### config.mk
export PLATFORM = sky130hd
export DESIGN_NAME = pipe_stage_reg
export DESIGN_NICKNAME = d
export VERILOG_FILES = /design/src/rtl/pipe_pkg.sv /design/src/rtl/pipe_stage_stats.sv /design/src/rtl/pipe_stage_reg.sv
export SDC_FILE = /design/constraint.sdc
export NUM_CORES = 1
export LEC_CHECK = 0
export CAP_MARGIN = 20
export CORE_ASPECT_RATIO = 1.5
export CORE_MARGIN = 2
export CORE_UTILIZATION = 45
export CTS_BUF_LIST = sky130_fd_sc_hd__clkbuf_8
export DETAILED_ROUTE_END_ITERATION = 6
export DONT_BUFFER_PORTS = 1
export HOLD_SLACK_MARGIN = 0.06
export PLACE_DENSITY = 0.58
export REMOVE_ABC_BUFFERS = 1
export SLEW_MARGIN = 20
export SYNTH_ARGS = -nofsm -noshare
export SYNTH_HDL_FRONTEND = slang
export SYNTH_SLANG_ARGS = --single-unit
### constraint.sdc
create_clock -name clk -period 1.2 [get_ports clk]
set_input_delay 0.18 -clock clk [delete_from_list [all_inputs] [get_ports clk]]
set_output_delay 0.18 -clock clk [all_outputs]
set_load 0.005 [all_outputs]
### src/rtl/pipe_pkg.sv
// Shared types for the handshaked pipeline stage register.
//   ps_state_e : stage fill state (EMPTY / ONE / FULL)
//   OCC_W      : width of the occupancy count (0..2)
//   occ_of()   : number of entries held in a given state
package pipe_pkg;

    localparam int unsigned OCC_W = 2;

    typedef enum logic [1:0] {
        PS_EMPTY = 2'd0,
        PS_ONE   = 2'd1,
        PS_FULL  = 2'd2
    } ps_state_e;

    function automatic logic [OCC_W-1:0] occ_of(input ps_state_e s);
        case (s)
            PS_ONE:  return OCC_W'(1);
            PS_FULL: return OCC_W'(2);
            default: return OCC_W'(0);
        endcase
    endfunction

endpackage

### src/rtl/pipe_stage_stats.sv
// Saturating statistics counters for one pipeline stage.
// Ports:
//   clk, rst       clock, synchronous active-low reset
//   stall_inc      1 = add one stall cycle this edge
//   flush_add      entries discarded by flush this edge (0..2)
//   stall_cnt      saturating stall-cycle count
//   flush_cnt      saturating discarded-entry count
module pipe_stage_stats
    import pipe_pkg::*;
#(
    parameter int unsigned CNT_W = 16
) (
    input  logic             clk,
    input  logic             rst,
    input  logic             stall_inc,
    input  logic [OCC_W-1:0] flush_add,
    output logic [CNT_W-1:0] stall_cnt,
    output logic [CNT_W-1:0] flush_cnt
);

    localparam int unsigned SUM_W = CNT_W + OCC_W;
    localparam logic [CNT_W-1:0] CNT_MAX = '1;

    logic [CNT_W-1:0] stall_q;
    logic [CNT_W-1:0] flush_q;
    logic [CNT_W-1:0] stall_d;
    logic [CNT_W-1:0] flush_d;

    // Add with clamp at all-ones; the sum is widened so it cannot wrap.
    function automatic logic [CNT_W-1:0] sat_add(input logic [CNT_W-1:0] cnt,
                                                input logic [OCC_W-1:0] inc);
        logic [SUM_W-1:0] sum;
        sum = SUM_W'(cnt) + SUM_W'(inc);
        if (sum > SUM_W'(CNT_MAX)) begin
            return CNT_MAX;
        end
        return sum[CNT_W-1:0];
    endfunction

    always_comb begin
        stall_d = sat_add(stall_q, OCC_W'(stall_inc));
        flush_d = sat_add(flush_q, flush_add);
    end

    always_ff @(posedge clk) begin
        if (!rst) begin
            stall_q <= '0;
            flush_q <= '0;
        end else begin
            stall_q <= stall_d;
            flush_q <= flush_d;
        end
    end

    assign stall_cnt = stall_q;
    assign flush_cnt = flush_q;

endmodule

### src/rtl/pipe_stage_reg.sv
// Handshaked pipeline stage register with a two-entry skid buffer.
// The main entry drives out_data; the skid entry absorbs the one beat that
// can arrive while in_ready is being withdrawn, so in_ready is registered and
// no input reaches any output combinationally. flush empties the stage.
// Optional feature: define PIPE_STAGE_STATS_EN to add stall_cnt/flush_cnt.
// Ports:
//   clk, rst               clock, synchronous active-low reset
//   flush                  discard all held entries this cycle
//   in_valid/in_ready      upstream handshake (in_ready registered)
//   in_data                upstream payload, DATA_W bits
//   out_valid/out_ready    downstream handshake
//   out_data               payload from the main entry
//   occupancy              entries held (0..2)
//   stall_cnt, flush_cnt   statistics (PIPE_STAGE_STATS_EN only)
module pipe_stage_reg
    import pipe_pkg::*;
#(
    parameter int unsigned DATA_W         = 32,
    parameter int unsigned CLEAR_ON_FLUSH = 1,
    parameter int unsigned CNT_W          = 16
) (
    input  logic              clk,
    input  logic              rst,
    input  logic              flush,
    input  logic              in_valid,
    output logic              in_ready,
    input  logic [DATA_W-1:0] in_data,
    output logic              out_valid,
    input  logic              out_ready,
    output logic [DATA_W-1:0] out_data,
    output logic [OCC_W-1:0]  occupancy
`ifdef PIPE_STAGE_STATS_EN
    ,
    output logic [CNT_W-1:0]  stall_cnt,
    output logic [CNT_W-1:0]  flush_cnt
`endif
);

    // Elaboration-time guard on parameter ranges.
    if (DATA_W == 0 || CNT_W == 0) begin : g_param_check
        $error("pipe_stage_reg: DATA_W and CNT_W must be at least 1");
    end

    ps_state_e         state_q;
    ps_state_e         state_d;
    logic [DATA_W-1:0] main_q;
    logic [DATA_W-1:0] main_d;
    logic [DATA_W-1:0] skid_q;
    logic [DATA_W-1:0] skid_d;
    logic              in_ready_q;
    logic              out_valid_q;
    logic [OCC_W-1:0]  occ_q;

    logic              accept_c;
    logic              pop_c;

    // Handshakes are qualified only by registered flags.
    assign accept_c = in_valid & in_ready_q;
    assign pop_c    = out_valid_q & out_ready;

    // Next-state and payload steering; main always holds the oldest entry.
    always_comb begin
        state_d = state_q;
        main_d  = main_q;
        skid_d  = skid_q;

        case (state_q)
            PS_EMPTY: begin
                if (accept_c) begin
                    main_d  = in_data;
                    state_d = PS_ONE;
                end
            end
            PS_ONE: begin
                if (accept_c && pop_c) begin
                    main_d = in_data;
                end else if (accept_c) begin
                    skid_d  = in_data;
                    state_d = PS_FULL;
                end else if (pop_c) begin
                    state_d = PS_EMPTY;
                end
            end
            PS_FULL: begin
                // in_ready is low here, so only a pop can happen.
                if (pop_c) begin
                    main_d  = skid_q;
                    state_d = PS_ONE;
                end
            end
            default: begin
                state_d = PS_EMPTY;
            end
        endcase

        // Flush overrides everything, including a same-cycle accept.
        if (flush) begin
            state_d = PS_EMPTY;
            if (CLEAR_ON_FLUSH != 0) begin
                main_d = '0;
                skid_d = '0;
            end
        end
    end

    // State, payloads and output flags; flags are precomputed from state_d.
    always_ff @(posedge clk) begin
        if (!rst) begin
            state_q     <= PS_EMPTY;
            main_q      <= '0;
            skid_q      <= '0;
            in_ready_q  <= 1'b0;
            out_valid_q <= 1'b0;
            occ_q       <= '0;
        end else begin
            state_q     <= state_d;
            main_q      <= main_d;
            skid_q      <= skid_d;
            in_ready_q  <= (state_d != PS_FULL);
            out_valid_q <= (state_d != PS_EMPTY);
            occ_q       <= occ_of(state_d);
        end
    end

    assign in_ready  = in_ready_q;
    assign out_valid = out_valid_q;
    assign out_data  = main_q;
    assign occupancy = occ_q;

`ifdef PIPE_STAGE_STATS_EN
    logic             stall_inc_c;
    logic [OCC_W-1:0] flush_add_c;

    // Entries lost to flush exclude one that completed downstream this cycle.
    always_comb begin
        stall_inc_c = out_valid_q & ~out_ready;
        flush_add_c = '0;
        if (flush) begin
            flush_add_c = occ_q - OCC_W'(pop_c);
        end
    end

    pipe_stage_stats #(
        .CNT_W (CNT_W)
    ) u_stats (
        .clk       (clk),
        .rst       (rst),
        .stall_inc (stall_inc_c),
        .flush_add (flush_add_c),
        .stall_cnt (stall_cnt),
        .flush_cnt (flush_cnt)
    );
`endif

endmodule

## Word level (Yosys, flattened, before mapping)

Cells that the tools add are included.

| storage, ports and cells | value |
|---|---|
| flip-flop bits (word level) | 70 |
| latch bits | 0 |
| memory bits (writable) | 0 |
| bits in read-only memories | 0 |
| input bits | 37 |
| output and inout bits | 36 |
| logic and storage cells | 37 |
| memories kept | 0 |

| cells by class | value |
|---|---|
| $add $sub $neg | 0 |
| multiply operators | 0 |
| div/mod/pow operators | 0 |
| order comparisons | 0 |
| equality and inequality tests | 8 |
| shift-type cells | 0 |
| multiplexer cells | 12 |
| bitwise gates (word level) | 4 |
| reduce and logical (&&, ||, !) cells | 7 |

Operators by type and width:

| kind | number |
|---|---|
| 32-bit two-way mux | 3 |
| 32-bit one-hot mux with 3 select lines | 1 |
| 2-bit two-way mux | 6 |
| 2-bit inequality test, second input constant | 4 |
| 2-bit one-hot mux with 3 select lines | 1 |
| 2-bit by 1-bit equality test with 1-bit output, second input constant | 2 |
| 2-bit equality test, second input constant | 2 |
| 2-bit one-hot mux with 2 select lines | 1 |
| 4-bit AND reduction | 1 |
| 3-bit AND reduction | 1 |
| 3-bit nonzero test | 1 |
| 1-bit bitwise AND | 2 |
| 2-bit zero test | 1 |
| 1-bit NOT | 2 |
| 2-bit nonzero test | 1 |
| 2-bit OR reduction | 1 |
| 1-bit logical AND | 1 |

## Longest topological paths before layout

Gate-level depths: netlist of the first run.

| logic depth | value |
|---|---|
| depth in word-level cells | 8 |
| mapped depth | 5 |
| mapped depth without buffers | 3 |

## Worst setup path before layout of the first run

OpenSTA, ideal clock, no wires.

| timing path | value |
|---|---|
| path kind | register to register |
| from | register state_q[0] |
| to | register main_q[10] (netlist: out_data[10]) |
| library setup time | 146 ps |
| arrival time | 1151 ps |
| data required time | 1054 ps |
| setup slack | -97 ps |
| stages on the path, launching flop included | 6 |
| path buffers | 2 |
| period minus slack after synthesis | 1297 ps |
| path through | dfxtp_1 a21bo_1 buf_6 buf_4 a211oi_2 a211oi_2 |

| between the ends | value |
|---|---|
| word-level cells in the longest chain between the ends | 3 |
| elaborated cells on any way between the ends | 9 |
| classes of those cells | 5 x eq/ne; 1 x mux; 3 x reduce/logical |

Ends and longest elaborated chain:

| what | RTL line | RTL |
|---|---|---|
| from (decl) | pipe_stage_reg.sv:44 | `ps_state_e state_q;` |
| from (signal assigned) | pipe_stage_reg.sv:116 | `state_q <= state_d;` |
| 2-bit by 1-bit equality test with 1-bit output (tied with other cells) | pipe_stage_reg.sv:67 | `case (state_q)` |
| 2-bit inequality test (no line) or 3-bit nonzero test (tied branches) | n/a |  |
| 4-bit AND reduction (no line) | n/a |  |
| to (signal assigned) | pipe_stage_reg.sv:117 | `main_q <= main_d;` |
| to (decl) | pipe_stage_reg.sv:46 | `logic [DATA_W-1:0] main_q;` |

Several ways; a longest one is shown, not always the timed one.
A chain may end at the register's enable or synchronous reset.

## Final worst setup path of the first run

| timing path | value |
|---|---|
| from | register state_q[1] |
| to | register main_q[28] (netlist: out_data[28]) |

The elaborated chain is that of the path after synthesis.

==> impl_metrics.tcl, run 1 <==
set metrics [dict create \
    ys_types 27 \
    fmax_mhz 747.0 \
    max_slew_margin_pct 77.58 \
    fin_setup_tns_ps -5856 \
    grt_pass1_vias 2791 \
    utilization_pct 65.74 \
    tightest_slew_ps 336.1 \
    ioPinCount 73 \
    wl_per_cell_um 21.87 \
    viasPerCell 5.969 \
    worstPathArrival_ps 1610 \
    worstSetupStartpointType "flip-flop" \
    layout-drive-gt1-share_pct 42.33 \
    ys_ff_latch 70 \
    synth_seq_area_share_pct 41.21 \
    ir_drop_v 0.0006385 \
    hpwl_um 5133 \
    cts_sinks 70 \
    num_antenna_cells 0 \
    maxCapViolCount 0 \
    htree_levels 3 \
    ys_top_cells_by_area "dfxtp_1, a211oi_2, mux2i_1" \
    die_width_um 74.98 \
    p_leak_nw 1.735 \
    core-area_mm2 0.007274 \
    grt.total_usage_pct 22.69 \
    fp.dieH_um 110.5 \
    yosys_warnings 0 \
    hp-class "input port to flip-flop" \
    outcome "finished, violations left" \
    antenna_left 0 \
    grt_pass1_wl_um 14420 \
    final_cells 478 \
    drtPass1Iterations 4 \
    synthToLayoutAreaGrowth_pct 40.62 \
    clock-root-buffer "clkbuf_8" \
    drc 0 \
    port_buffers 0 \
    cp_max_fo 7 \
    finalCritPeriodShare_pct 111.6 \
    powerDensity_mw_per_mm2 1044 \
    crit_type "flip-flop to flip-flop" \
    setup_violations 67 \
    synth_top_area_cell "dfxtp_1" \
    clock_skew_ps 3.526 \
    synth_top_area_share_pct 41.21 \
    slew_viol_final 0 \
    violations "negative setup slack" \
    vias 2853 \
    syn_inst 323 \
    clock_path_buffers 2 \
    clock_latency_ps 360 \
    initial_core_util_pct 46.75 \
    period_minus_slack_ps 1339 \
    gp_congestion 0.7499 \
    dp.cells 411 \
    path_clk_slew_ps 70 \
    cts_tree "yes" \
    dieArea_mm2 0.008283 \
    cp.required_ps 1470 \
    numCtsBuffers 9 \
    rsz0062_at_grt "true" \
    overflow 0 \
    fin_nets 412 \
    post-place-ws_ps -163.6 \
    fin_ws_ps -138.7 \
    critPathCaptureType "flip-flop" \
    drtIter0Drc 205 \
    syn_area_mm2 0.003401 \
    syn_avg_cell_area_um2 10.53 \
    grt_max_degree 39 \
    routed_wl_um 10450 \
    rows 38 \
    antenna_found_initial 0 \
    finalHoldViolCount 0 \
]
==> critical path, cell delays in order, from the launching register on <==
cell      delay (ps)
dfxtp_4          360
and3b_4          350
buf_6            110
buf_12           120
a211oi_2          80
a211oi_2         220
==> synthesized netlist by cell type <==
cell      instances
dfxtp_1          70
a211oi_2         57
a21oi_1          33
o21ai_0          33
mux2i_1          32
nand3_1          32
buf_2            11
buf_4             8
buf_6             8
clkbuf_1          8
a211oi_1          7
nand2b_1          3
nor3b_1           3
buf_1             2
clkbuf_4          2
nand2_1           2
nor4bb_1          2
a21bo_1           1
a21boi_1          1
a21boi_4          1
a21o_1            1
and3b_1           1
and4b_1           1
nand3b_1          1
nand4_1           1
o21a_1            1
o22ai_2           1
==> cells by family (layout without fill, tap and decap cells) <==
logic type             Yosys count  count (layout)  synth area share [%]
multiplexers                    32              32                 9.419
AO/OA/AOI/OAI                  136             136                 34.11
AND/OR/NAND/NOR                 46              46                 7.690
buffers and inverters           39              94                 7.579
flip-flops                      70              70                 41.21
==> final cells by class <==
| type | instances | area (µm²) |
|---|---|---|
| fill | 596 | 2492 |
| multi-input combinational | 214 | 2017 |
| sequential | 70 | 1413 |
| timing repair buffer | 80 | 1054 |
| clock buffer | 12 | 165.2 |
| tap | 100 | 125.1 |
| clock inverter | 2 | 8.758 |
==> what timing repair did <==
action | 4_1_cts | 5_1_grt
buffers inserted | 2 | 4
gates cloned | 1 | 12
setup endpoints to repair | 71 | 69
resized for setup | 22 | 66
pin swaps | 1 | 50
hold buffers | 34 | 0
hold endpoints to repair | 34 | 0
==> stage by stage <==
step | hold WS, ps | instance area [µm²] | total power, mW
6_report | 85.49 | 4782 | 4.992
5_1_grt | 93.09 | 4782 | 5.155
4_1_cts | 68.57 | 4230 | 4.839
3_5_place_dp | 311.2 | 3628 | 2.986
3_3_place_gp | 315.9 | 3628 | 2.980
2_1_floorplan | 297.5 | 3143 | 2.800
==> final timing paths <==
path	from	to	slack (ps)	depth (start not counted)
worst max-delay path	state_q[1]	out_data[28]	-140	5
worst min-delay path	in_data[28]	out_data[28]	90	2
worst max register to register	state_q[1]	out_data[28]	-140	5
worst min register to register	skid_q[9]	skid_q[9]	470	2
==> layout by cell type (no fill, tap or decap), types with 2 or more instances in the layout <==
cell           netlist  routed
nand2b_4             0       2
mux2i_1             32      26
nand2_1              2       2
buf_4                8      10
a211oi_2            57      56
nand3_2              0       7
dfxtp_4              0       3
mux2i_2              0       5
nand3_4              0       3
buf_8                0       3
clkbuf_8             0      12
a211oi_4             0       7
a21oi_2              0       9
buf_12               0      15
o21ai_0             33      17
buf_6                8      10
nor3b_1              3       2
clkbuf_16            0       7
nand3_1             32      22
o21ai_1              0      16
dfxtp_1             70      67
a21oi_1             33      24
dlygate4sd3_1        0      34
==> power breakdown <==
part | switching [mW] | internal, mW
registers | 0.0504 | 2.37
logic | 0.398 | 0.433
clock network | 0.859 | 0.886
==> metal layers <==
metal  vias to the layer above  GRT usage [%]  share of wire, %
li1                       1325              -                 -
met1                      1423          28.97                41
met2                        90          35.15                51
met3                        15          5.839               5.9
met4                         0          10.12               2.0
met5                         -              0                 0
==> sequential cells by signal (all words and copies together), names as in the netlist <==
register   flops
out_data      32
in_ready       1
state_q        2
skid_q        32
occupancy      2
out_valid      1
Power figures use the tool's default switching activity.
==> run 2: changes to the inputs <==
--- a/config.mk
+++ b/config.mk
@@ -13,7 +13,7 @@
 export DETAILED_ROUTE_END_ITERATION = 6
 export DONT_BUFFER_PORTS = 1
 export HOLD_SLACK_MARGIN = 0.06
-export PLACE_DENSITY = 0.58
+export PLACE_DENSITY = 0.56
 export REMOVE_ABC_BUFFERS = 1
 export SLEW_MARGIN = 20
 export SYNTH_ARGS = -nofsm -noshare
==> constraint.sdc (replaced) <==
create_clock -name clk -period 1.35 [get_ports clk]
set_input_delay 0.2025 -clock clk [delete_from_list [all_inputs] [get_ports clk]]
set_output_delay 0.2025 -clock clk [all_outputs]
set_load 0.005 [all_outputs]
==> run 2 against run 1 <==
  * The run still ends with negative setup slack left
  * Final cell count down 1.3%
  * Critical path depth is the same
  * Total power is 14% lower
  * Die area stayed put
  * Maximum frequency down 4.3%
  * Non-clock buffer count decreased by 7
  * Critical endpoint is now state_q[0]
  * Largest power group unchanged
  * Highest routed layer unchanged
==> impl_metrics.tcl, run 2 (same netlist as run 1, synthesis figures left out) <==
set metrics [dict create \
    routed_wl_um 9320 \
    multi_input_area_mm2 0.001800 \
    fin_nets 405 \
    initial_core_util_pct 46.75 \
    fmax_mhz 715.2 \
    core-area_mm2 0.007274 \
    vias 2808 \
    rsz0062_at_grt "true" \
    fill_cells 622 \
    gp_congestion 0.7847 \
    clock-root-buffer "clkbuf_8" \
    slew_viol_final 0 \
    antenna_found_initial 0 \
    synthToLayoutAreaGrowth_pct 29.76 \
    grt.total_usage_pct 22.40 \
    dp.cells 414 \
    ioPinCount 73 \
    maxCapViolCount 0 \
    tightest_slew_ps 488.3 \
    period_minus_slack_ps 1398 \
    htree_levels 3 \
    violations "negative setup slack" \
    clock_latency_ps 350 \
    die_width_um 74.98 \
    fp.dieH_um 110.5 \
    cp.required_ps 1560 \
    grt_pass1_vias 2803 \
    fin_ws_ps -48.20 \
    wl_per_cell_um 19.75 \
    fin_area_mm2 0.004413 \
    clock_skew_ps 7.261 \
    critPathCaptureType "flip-flop" \
    outcome "finished, violations left" \
    viasPerCell 5.949 \
    layout.area.seq_mm2 0.001408 \
    dieArea_mm2 0.008283 \
    rows 38 \
    powerDensity_mw_per_mm2 973.3 \
    cts_sinks 70 \
    num_antenna_cells 0 \
    hp-class "input port to flip-flop" \
    ir_drop_v 0.0005650 \
    fin_total_pwr_mw 4.295 \
    cts_tree "yes" \
    worst_hold_slack_ps 119.3 \
    final_cell_mix "dfxtp_1, a211oi_2, dlygate4sd3_1, a21oi_1" \
    placed_cell_area_mm2 0.003676 \
    grt_max_degree 33 \
    grt_pass1_wl_um 14420 \
    antenna_left 0 \
    cp_max_fo 4 \
    clock_path_buffers 2 \
    finalHoldViolCount 0 \
    worstPathArrival_ps 1610 \
    path_clk_slew_ps 70 \
    drc 0 \
    crit_type "flip-flop to flip-flop" \
    finalCritPeriodShare_pct 103.6 \
    drtIter0Drc 258 \
    final_cells 472 \
    layout-drive-gt1-share_pct 33.60 \
    drtPass1Iterations 4 \
    numCtsBuffers 9 \
    hpwl_um 5141 \
    layout_commonest_cell "dfxtp_1" \
    p_leak_nw 1.673 \
    port_buffers 0 \
    max_slew_margin_pct 67.43 \
    setup_violations 21 \
    overflow 0 \
    worstSetupStartpointType "flip-flop" \
]
==> run 2: cell count changes in the layout (fill, tap and decap cells not counted), moves of 5 or more <==
cell	delta
mux2i_1	+6
a21oi_2	-9
a211oi_2	+7
a211oi_4	-7
buf_6	-7
mux2i_2	-5
buf_4	+6
nand3_2	-7
a21oi_1	+9
nand3_1	+10
==> run 2: cell type report <==
class / instances / area share, %
Multi-Input combinational cell: 214 / 40.80
Clock buffer: 11 / 3.431
Timing Repair Buffer: 73 / 20.67
Tap cell: 100 / 2.835
Clock inverter: 4 / 0.3686
Sequential cell: 70 / 31.90
==> run 2: metrics by stage <==
| step | setup slack (ps) | util (%) | TNS [ps] |
|---|---|---|---|
| after global routing | -68.99 | 60.66 | -1874 |
| after global placement | -28.20 | 50.53 | -31.90 |
| after CTS | -10.19 | 58.60 | -16.53 |
| after detailed placement | -51.29 | 50.53 | -204.2 |
| after floorplan | -1820 | - | -97550 |
| final | -48.20 | 60.66 | -313.7 |
==> run 2: repair_timing <==
item	CTS	global route
hold buffers	34	0
endpoints found under the setup margin	45	69
pin swaps	2	8
gates cloned	1	3
gates resized for setup	8	30
setup buffers	2	3
hold endpoints to repair	33	0
==> run 2: power by group <==
part / internal [mW] / switching [mW] / leakage, nW
Clock: 0.735 / 0.771 / 0.0990
Sequential: 2.11 / 0.0397 / 0.569
Combinational: 0.334 / 0.310 / 1.00
==> run 2: critical path, stage by stage (launching register included) <==
cell and delay (ps):
dfxtp_2 340, buf_6 120, a21boi_4 210, buf_4 140, nor3b_1 50, nor4bb_1 400
==> run 2: final timing paths <==
kind | startpoint | endpoint | slack (ps) | depth (start not counted)
worst min register to register | skid_q[0] | skid_q[0] | 480 | 2
worst max-delay path | out_valid | state_q[0] | -50 | 5
worst max register to register | out_valid | state_q[0] | -50 | 5
worst min-delay path | in_data[15] | out_data[15] | 120 | 2
==> run 2: routing by layer <==
| layer | part of all wire [%] | GRT usage (%) |
|---|---|---|
| met4 | 1.4 | 7.976 |
| met5 | 0 | 0 |
| met2 | 49 | 33.27 |
| met3 | 6.1 | 6.934 |
| met1 | 43 | 30.25 |
